### src/rtl/reg_write_sequencer.sv
// reg_write_sequencer: drives one write into a bank of 4-bit load-enabled registers (setup, strobe, hold).
// Defining REG_WRITE_READBACK_EN adds a CHECK state that verifies the written value via rb_data.
module reg_write_sequencer #(
   parameter int unsigned NREGS        = 4,
   parameter int unsigned SELW         = 2,
   parameter int unsigned SETUP_CYCLES = 1
) (
   input  logic                 clk,
   input  logic                 reset,
   input  logic                 req,
   input  logic [SELW-1:0]      sel,
   input  logic [3:0]           data_in,
   output logic                 ready,
   output logic [3:0]           data_out,
   output logic [NREGS-1:0]     load_n,
   output logic                 done,
   output logic                 err,
   input  logic [4*NREGS-1:0]   rb_data
);

   localparam logic [2:0] S_IDLE   = 3'd0;
   localparam logic [2:0] S_SETUP  = 3'd1;
   localparam logic [2:0] S_STROBE = 3'd2;
   localparam logic [2:0] S_HOLD   = 3'd3;
`ifdef REG_WRITE_READBACK_EN
   localparam logic [2:0] S_CHECK  = 3'd4;
`endif
   localparam logic [3:0] SETUP_LOAD = 4'(SETUP_CYCLES);

   logic [2:0]       r_state;
   logic [2:0]       w_state_nxt;
   logic [3:0]       r_cnt;
   logic [3:0]       w_cnt_nxt;
   logic [SELW-1:0]  r_sel;
   logic             r_oor;
   logic [3:0]       r_data_out;
   logic [NREGS-1:0] r_load_n;
   logic [NREGS-1:0] w_load_n_nxt;
   logic             r_done;
   logic             w_done_nxt;
   logic             r_err;
   logic             w_err_nxt;
   logic             w_ready;
   logic             w_accept;
   logic             w_sel_oor;

   // A shift past the vector width yields zero, so out-of-range selects decode to no strobe.
   function automatic logic [NREGS-1:0] decode_strobe(input logic [SELW-1:0] s);
      return ~(NREGS'(1) << s);
   endfunction

   assign w_ready   = (r_state == S_IDLE) && !reset;
   assign w_accept  = req && w_ready;
   assign w_sel_oor = (32'(sel) >= NREGS);

`ifdef REG_WRITE_READBACK_EN
   logic [3:0] w_rb_word;
   logic       w_mismatch;

   assign w_rb_word  = 4'(rb_data >> {r_sel, 2'b00});
   assign w_mismatch = (w_rb_word != r_data_out);
`else
   logic w_unused_rb;
   assign w_unused_rb = ^rb_data;
`endif

   always_comb begin
      w_state_nxt  = r_state;
      w_cnt_nxt    = r_cnt;
      w_load_n_nxt = '1;
      w_done_nxt   = 1'b0;
      w_err_nxt    = 1'b0;
      case (r_state)
         S_IDLE: begin
            if (w_accept) begin
               if (SETUP_LOAD == 4'd0) begin
                  // No setup phase: strobe comes straight from the incoming select.
                  w_state_nxt  = S_STROBE;
                  w_load_n_nxt = decode_strobe(sel);
               end else begin
                  w_state_nxt = S_SETUP;
                  w_cnt_nxt   = SETUP_LOAD;
               end
            end
         end
         S_SETUP: begin
            if (r_cnt <= 4'd1) begin
               w_state_nxt  = S_STROBE;
               w_cnt_nxt    = '0;
               w_load_n_nxt = decode_strobe(r_sel);
            end else begin
               w_cnt_nxt = r_cnt - 4'd1;
            end
         end
         S_STROBE: begin
            w_state_nxt = S_HOLD;
`ifndef REG_WRITE_READBACK_EN
            w_done_nxt  = 1'b1;
            w_err_nxt   = r_oor;
`endif
         end
         S_HOLD: begin
`ifdef REG_WRITE_READBACK_EN
            w_state_nxt = S_CHECK;
            w_done_nxt  = 1'b1;
            w_err_nxt   = r_oor || w_mismatch;
`else
            w_state_nxt = S_IDLE;
`endif
         end
`ifdef REG_WRITE_READBACK_EN
         S_CHECK: begin
            w_state_nxt = S_IDLE;
         end
`endif
         default: begin
            w_state_nxt = S_IDLE;
         end
      endcase
   end

   always_ff @(posedge clk or posedge reset) begin
      if (reset) begin
         r_state    <= S_IDLE;
         r_cnt      <= '0;
         r_sel      <= '0;
         r_oor      <= 1'b0;
         r_data_out <= '0;
         r_load_n   <= '1;
         r_done     <= 1'b0;
         r_err      <= 1'b0;
      end else begin
         r_state  <= w_state_nxt;
         r_cnt    <= w_cnt_nxt;
         r_load_n <= w_load_n_nxt;
         r_done   <= w_done_nxt;
         r_err    <= w_err_nxt;
         if (w_accept) begin
            r_sel      <= sel;
            r_oor      <= w_sel_oor;
            r_data_out <= data_in;
         end
      end
   end

   assign ready    = w_ready;
   assign data_out = r_data_out;
   assign load_n   = r_load_n;
   assign done     = r_done;
   assign err      = r_err;

endmodule

### config.mk
export PLATFORM = sky130hd
export DESIGN_NAME = reg_write_sequencer
export DESIGN_NICKNAME = d
export VERILOG_FILES = /design/src/rtl/reg_write_sequencer.sv
export SDC_FILE = /design/constraint.sdc
export NUM_CORES = 1
export LEC_CHECK = 0
export CAP_MARGIN = 10
export CORE_UTILIZATION = 40
export CTS_BUF_LIST = sky130_fd_sc_hd__clkbuf_8
export CTS_CLUSTER_SIZE = 16
export DETAILED_ROUTE_END_ITERATION = 12
export PLACE_DENSITY_LB_ADDON = 0.12
export SLEW_MARGIN = 20
export SYNTH_ARGS = -nofsm -noshare
export SYNTH_HDL_FRONTEND = slang
export SYNTH_SLANG_ARGS = --single-unit
### constraint.sdc
create_clock -name clk -period 2.1 [get_ports clk]
set_input_delay 0.21 -clock clk [delete_from_list [all_inputs] [get_ports clk]]
set_output_delay 0.21 -clock clk [all_outputs]
set_load 0.005 [all_outputs]
== Word-level counts from Yosys, hierarchy flattened ==
Index checks and enable logic that the tools add are counted.

* Add/sub/neg operators: 1
* Magnitude comparators: 1
* Eq/ne operators: 4
* Shift-type cells: 1
* Multiplexer cells: 9
* Bitwise operators: 1
* Reduce and logical (&&, ||, !) cells: 7

{| class="wikitable"
|+ Operators with widths
! operator !! count
|-
| $mux 4 || 4
|-
| $pmux 3 s3 || 1
|-
| $pmux 4 s2 || 1
|-
| $mux 3 || 2
|-
| $le 4x1->1 const B || 1
|-
| $ne 2x2->1 const B || 2
|-
| $not 4->4 || 1
|-
| $reduce_and 2->1 || 2
|-
| $shl 1x2->4 const A || 1
|-
| $sub 4x1->4 const B || 1
|-
| $eq 3x1->1 const B || 1
|-
| $eq 3x2->1 const B || 1
|-
| $logic_not 3->1 || 1
|-
| $logic_and 1x1->1 || 2
|-
| $reduce_bool 2->1 || 1
|-
| $logic_not 1->1 || 1
|-
| $mux 1 || 1
|}

* Register bits: 18
* Input port bits: 25
* Output and inout bits: 11
* Logic and storage cells: 30

== Longest topological paths before layout ==
* Word-level depth: 5
* Mapped depth: 6
* Gate-level depth less buffers: 6

== Worst setup path after synthesis ==
Ideal clock, no wire load.

* Path kind: register -> register
* Start point: register r_state[0]
* End point: register r_cnt[2]
* Setup time: 76 ps
* Arrival: 1359 ps
* Required time: 2024 ps
* Slack: 665 ps
* Cell stages (with the launch flop): 7
* Path buffers: 0
* Clock period less this slack: 1435 ps
* Cell sequence: dfrtp_1 inv_1 ha_1 nand3b_4 a21boi_4 or2_4 o21ai_1

* Longest elaborated chain between the ends: 5
* Elaborated cells on any way between the ends: 8
* Classes of those cells: eq/ne: 2; mux: 1; reduce/logical: 5

{| class="wikitable"
|+ Ends and longest elaborated chain
! element !! line !! RTL
|-
| start, declared || 30 || <nowiki>logic [2:0] r_state;</nowiki>
|-
| start signal, assigned || 133 || <nowiki>r_state <= w_state_nxt;</nowiki>
|-
| $logic_not 3->1 || 52, 73 ||
|-
| $logic_and 1x1->1 || 52 || <nowiki>assign w_ready = (r_state == S_IDLE) && !reset;</nowiki>
|-
| $logic_and 1x1->1 || 53 || <nowiki>assign w_accept = req && w_ready;</nowiki>
|-
| $ne 2x2->1 (no source line) || -- ||
|-
| $reduce_and 2->1 (no source line) || -- ||
|-
| end signal, assigned || 134 || <nowiki>r_cnt <= w_cnt_nxt;</nowiki>
|-
| end, declared || 32 || <nowiki>logic [3:0] r_cnt;</nowiki>
|}

Parallel ways exist; a longest one is shown, timed or not.
A chain may end at the register's enable or synchronous reset.

== Final worst setup path ==
* Start point: register r_state[0]
* End point: output port ready

* Longest elaborated chain between the ends: 2

{| class="wikitable"
|+ Ends and longest elaborated chain
! element !! line !! RTL
|-
| $logic_not 3->1 || 52 ||
|-
| $logic_and 1x1->1 || 52 ||
|-
| end, declared || 13 || <nowiki>output logic ready,</nowiki>
|}

Every way passes these cells.

==> flow_summary.html <==
<table>
<tr><th>Metric</th><th>Value</th></tr>
<tr><th colspan="2">Critical path</th></tr>
<tr><td>Cell type with the highest occurrence count on the critical path</td><td>sky130_fd_sc_hd__inv_1</td></tr>
<tr><td>Element type at the critical path end</td><td>primary output</td></tr>
<tr><td>Cell chain of the critical path</td><td>inv_1, ha_1, inv_1, nor2_1, clkdlybuf4s50_1</td></tr>
<tr><td>Crit path arrival time</td><td>1740 ps</td></tr>
<tr><td>Launching element type of the critical path</td><td>flip-flop</td></tr>
<tr><td>Critical path's largest stage delay</td><td>510 ps</td></tr>
<tr><td>Critical-path cell with the highest stage delay</td><td>sky130_fd_sc_hd__clkdlybuf4s50_1</td></tr>
<tr><td>Required time of the critical path</td><td>1890 ps</td></tr>
<tr><td>Critical path class</td><td>flip-flop to primary output</td></tr>
<tr><td>Crit path max fanout</td><td>4</td></tr>
<tr><th colspan="2">Routing</th></tr>
<tr><td>Vias/cell</td><td>4.75</td></tr>
<tr><td>Iteration-0 DRC Markers</td><td>6</td></tr>
<tr><td>Initial DRT Pass Iterations</td><td>4</td></tr>
<tr><td>Wirelength, routed</td><td>1.31 mm</td></tr>
<tr><td>Total DRC errors in the routed layout</td><td>0</td></tr>
<tr><td>Routed length per placed instance</td><td>11.3 µm</td></tr>
<tr><td>Detail Route Antenna Nets</td><td>0</td></tr>
<tr><td>Via count</td><td>551</td></tr>
<tr><th colspan="2">Clocking</th></tr>
<tr><td>Clock transition time at the flip-flop clock pins of the worst setup and hold paths</td><td>60 ps</td></tr>
<tr><td>Number of hold buffers added after cts</td><td>0</td></tr>
<tr><td>Buffer cell driving the clock tree root</td><td>sky130_fd_sc_hd__clkbuf_8</td></tr>
<tr><td>Number of clock buffers inserted by TritonCTS</td><td>3</td></tr>
<tr><td>CTS-repair resized insts</td><td>0</td></tr>
<tr><td>Buffer levels on the longest clock path</td><td>2</td></tr>
<tr><td>CTS Sinks</td><td>17</td></tr>
<tr><td>Insertion delay to the later sink of the worst-skew pair</td><td>250 ps</td></tr>
<tr><td>TritonCTS clock tree</td><td>built</td></tr>
<tr><td>Number of setup buffers added after CTS</td><td>0</td></tr>
<tr><td>Deepest level of the CTS H-tree</td><td>1</td></tr>
<tr><th colspan="2">Pwr</th></tr>
<tr><td>Areal power density over the cells</td><td>1300 nW/µm²</td></tr>
<tr><td>Maximum vdd ir drop</td><td>801 µV</td></tr>
<tr><td>Static Leakage</td><td>0.506 nW</td></tr>
<tr><td>Total power</td><td>1.43 mW</td></tr>
<tr><th colspan="2">STA</th></tr>
<tr><td>Hold violation count in the final report</td><td>0</td></tr>
<tr><td>Total negative setup slack</td><td>0 ps</td></tr>
<tr><td>Setup-violating endpoint count in the final report</td><td>0</td></tr>
<tr><td>Pins over their slew limit</td><td>0</td></tr>
<tr><td>Final critical-path setup slack</td><td>148 ps</td></tr>
<tr><td>Unrepaired setup endpoints after global routing</td><td>no</td></tr>
<tr><td>Fmax</td><td>512 MHz</td></tr>
<tr><td>Portion of the clock cycle consumed by the worst path in the final layout</td><td>0.930</td></tr>
<tr><td>Layout Skew</td><td>5.35 ps</td></tr>
<tr><td>Slew Limit Headroom</td><td>0.595</td></tr>
<tr><td>Actual slew at the worst max-slew pin</td><td>607 ps</td></tr>
<tr><td>Final period demand of the worst path</td><td>1950 ps</td></tr>
<tr><th colspan="2">GRT</th></tr>
<tr><td>Number of global-route vias before repair</td><td>497</td></tr>
<tr><td>Total track usage</td><td>0.136</td></tr>
<tr><td>Pin count of the biggest net entering global routing</td><td>18</td></tr>
<tr><td>First-pass GRT wire length</td><td>2.07 mm</td></tr>
<tr><td>Global-route congestion overflow total</td><td>0</td></tr>
<tr><td>Number of antenna violations at the first check in global routing</td><td>0</td></tr>
<tr><th colspan="2">Finish</th></tr>
<tr><td>Core Util, Final</td><td>0.558</td></tr>
<tr><td>Number of standard cells in the final layout excluding fillers</td><td>116</td></tr>
<tr><td>Storage element area</td><td>430 µm²</td></tr>
<tr><td>Count of nets after finishing</td><td>121</td></tr>
<tr><td>Most frequent standard cell in the layout excluding fill and tap cells</td><td>sky130_fd_sc_hd__clkdlybuf4s50_1</td></tr>
<tr><td>Area added between synthesis and finish</td><td>29.8%</td></tr>
<tr><td>Fraction of final layout cells with drive strength greater than 1</td><td>0.258</td></tr>
<tr><td>Multi-input combinational cell area</td><td>383 µm²</td></tr>
<tr><td>Diode count</td><td>0</td></tr>
<tr><td>Most used cells in the layout excluding fill and tap cells</td><td>sky130_fd_sc_hd__clkdlybuf4s50_1 (18), sky130_fd_sc_hd__dfrtp_1 (13), sky130_fd_sc_hd__mux2_2 (7), sky130_fd_sc_hd__inv_1 (7), sky130_fd_sc_hd__ha_1 (6)</td></tr>
<tr><td>Fill cell total of the finished layout</td><td>187</td></tr>
<tr><th colspan="2">Run</th></tr>
<tr><td>Number of max-cap violations</td><td>0</td></tr>
<tr><th colspan="2">Run status</th></tr>
<tr><td>Run status</td><td>complete, no violations</td></tr>
<tr><th colspan="2">Yosys</th></tr>
<tr><td>Number of warnings printed during yosys synthesis</td><td>0</td></tr>
<tr><td>Post-synthesis instance area</td><td>843 µm²</td></tr>
<tr><td>Post-synth EDFFs</td><td>0</td></tr>
<tr><td>Asr flop ratio synth</td><td>1.00</td></tr>
<tr><td>Post-synth top area cell</td><td>sky130_fd_sc_hd__dfrtp_1</td></tr>
<tr><td>FF+latch count, synth</td><td>17</td></tr>
<tr><td>Register area share after synthesis</td><td>0.510</td></tr>
<tr><td>Post-synth cell types</td><td>29</td></tr>
<tr><td>Number of standard cells after synthesis</td><td>68</td></tr>
<tr><td>Post-synth top area share</td><td>0.386</td></tr>
<tr><td>Average cell area after synthesis</td><td>12.4 µm²</td></tr>
<tr><td>Most used flip-flop cell after synthesis</td><td>sky130_fd_sc_hd__dfrtp_1</td></tr>
<tr><td>Top cells by area, synth</td><td>sky130_fd_sc_hd__dfrtp_1 (39%), sky130_fd_sc_hd__dfstp_2 (12%), sky130_fd_sc_hd__mux2_2 (9.3%)</td></tr>
<tr><td>Nets in the synthesized netlist</td><td>99</td></tr>
<tr><th colspan="2">Die</th></tr>
<tr><td>Number of placed I/O pins</td><td>36</td></tr>
<tr><td>X dimension of the die</td><td>47.9 µm</td></tr>
<tr><td>Area enclosed by the die boundary</td><td>2300 µm²</td></tr>
<tr><td>CORE AREA</td><td>1960 µm²</td></tr>
<tr><td>Starting Density</td><td>0.430</td></tr>
<tr><td>Y dimension of the die</td><td>47.9 µm</td></tr>
<tr><td>Site Rows</td><td>16</td></tr>
<tr><th colspan="2">Placed design</th></tr>
<tr><td>Input/output buffers</td><td>18</td></tr>
<tr><td>Worst slack, placed</td><td>430 ps</td></tr>
<tr><td>Weighted congestion reported at the end of routability-driven placement</td><td>0.661</td></tr>
<tr><td>Total instance count after detailed placement</td><td>112</td></tr>
<tr><td>Estimated wirelength of the detail-placed design</td><td>995 µm</td></tr>
<tr><th colspan="2">Hold path</th></tr>
<tr><td>Worst hold path type</td><td>primary input to asynchronous set/reset pin</td></tr>
</table>
## sequential cells by signal, summed over array words and instances, names as in the netlist
register,flops
r_state,2
r_sel,2
done,1
load_n,4
data_out,4
r_cnt,4
## layer usage
metal,up-vias,share of wire,global-route usage
met3,4,0.056,0.0566
met5,-,0,0
met1,261,0.43,0.159
li1,273,-,-
met2,13,0.50,0.222
met4,0,0.011,0.0500
## cell type report
cell class,count,share of cell area
Clock buffer,3,0.0377
Timing Repair Buffer,18,0.165
Tap cell,27,0.0309
Inverter,6,0.0206
Multi-Input combinational cell,44,0.350
Sequential cell,17,0.393
Clock inverter,1,0.00343
## worst max-delay path, delay by kind of cell, from the launching register on
kind,cells,cell delay (ps)
adders and majority gates,1,240
buffers and inverters,3,720
DFF,1,410
and+or+nand+nor,1,120
## logic make-up after synthesis
logic type,count (synthesis),share of synthesized area
buf+inv,7,0.0356
flops,17,0.510
simple gates,18,0.144
fa+ha+maj,6,0.0890
compound gates,12,0.123
mux,7,0.0935
other cells,1,0.00445
## synthesized netlist by cell type (2+ instances only)
| cell | count |
|---|---|
| sky130_fd_sc_hd__a21oi_1 | 2 |
| sky130_fd_sc_hd__dfrtp_1 | 13 |
| sky130_fd_sc_hd__dfstp_2 | 4 |
| sky130_fd_sc_hd__ha_1 | 6 |
| sky130_fd_sc_hd__inv_1 | 6 |
| sky130_fd_sc_hd__mux2_2 | 7 |
| sky130_fd_sc_hd__nand2_1 | 5 |
| sky130_fd_sc_hd__nand3b_1 | 2 |
| sky130_fd_sc_hd__nor2_1 | 2 |
| sky130_fd_sc_hd__o21ai_2 | 2 |
## stage by stage
stage,instance area (µm²),hold WS [ps]
2_1_floorplan,843,133
3_3_place_gp,1050,465
3_5_place_dp,1050,468
4_1_cts,1090,411
5_1_grt,1090,490
6_report,1090,385
## power by group
part,leakage [nW],internal [mW],switching (mW)
Combinational,0.276,0.360,0.265
Sequential,0.203,0.467,0.104
Clock,0.0269,0.129,0.102
## path summary, 6_finish.rpt
path                             from          end  slack, ps  cells after the start
max                        r_state[0]        ready        150                      5
max reg2reg                r_state[0]     r_cnt[2]        520                      6
max in group asynchronous       reset     r_cnt[3]       1320                      2
min reg2reg                  r_sel[0]    load_n[3]        480                      1
min                             reset  data_out[1]        380                      2
min in group clk             r_sel[0]    load_n[3]        480                      1
No activity file was read; power rests on OpenSTA's default activity.
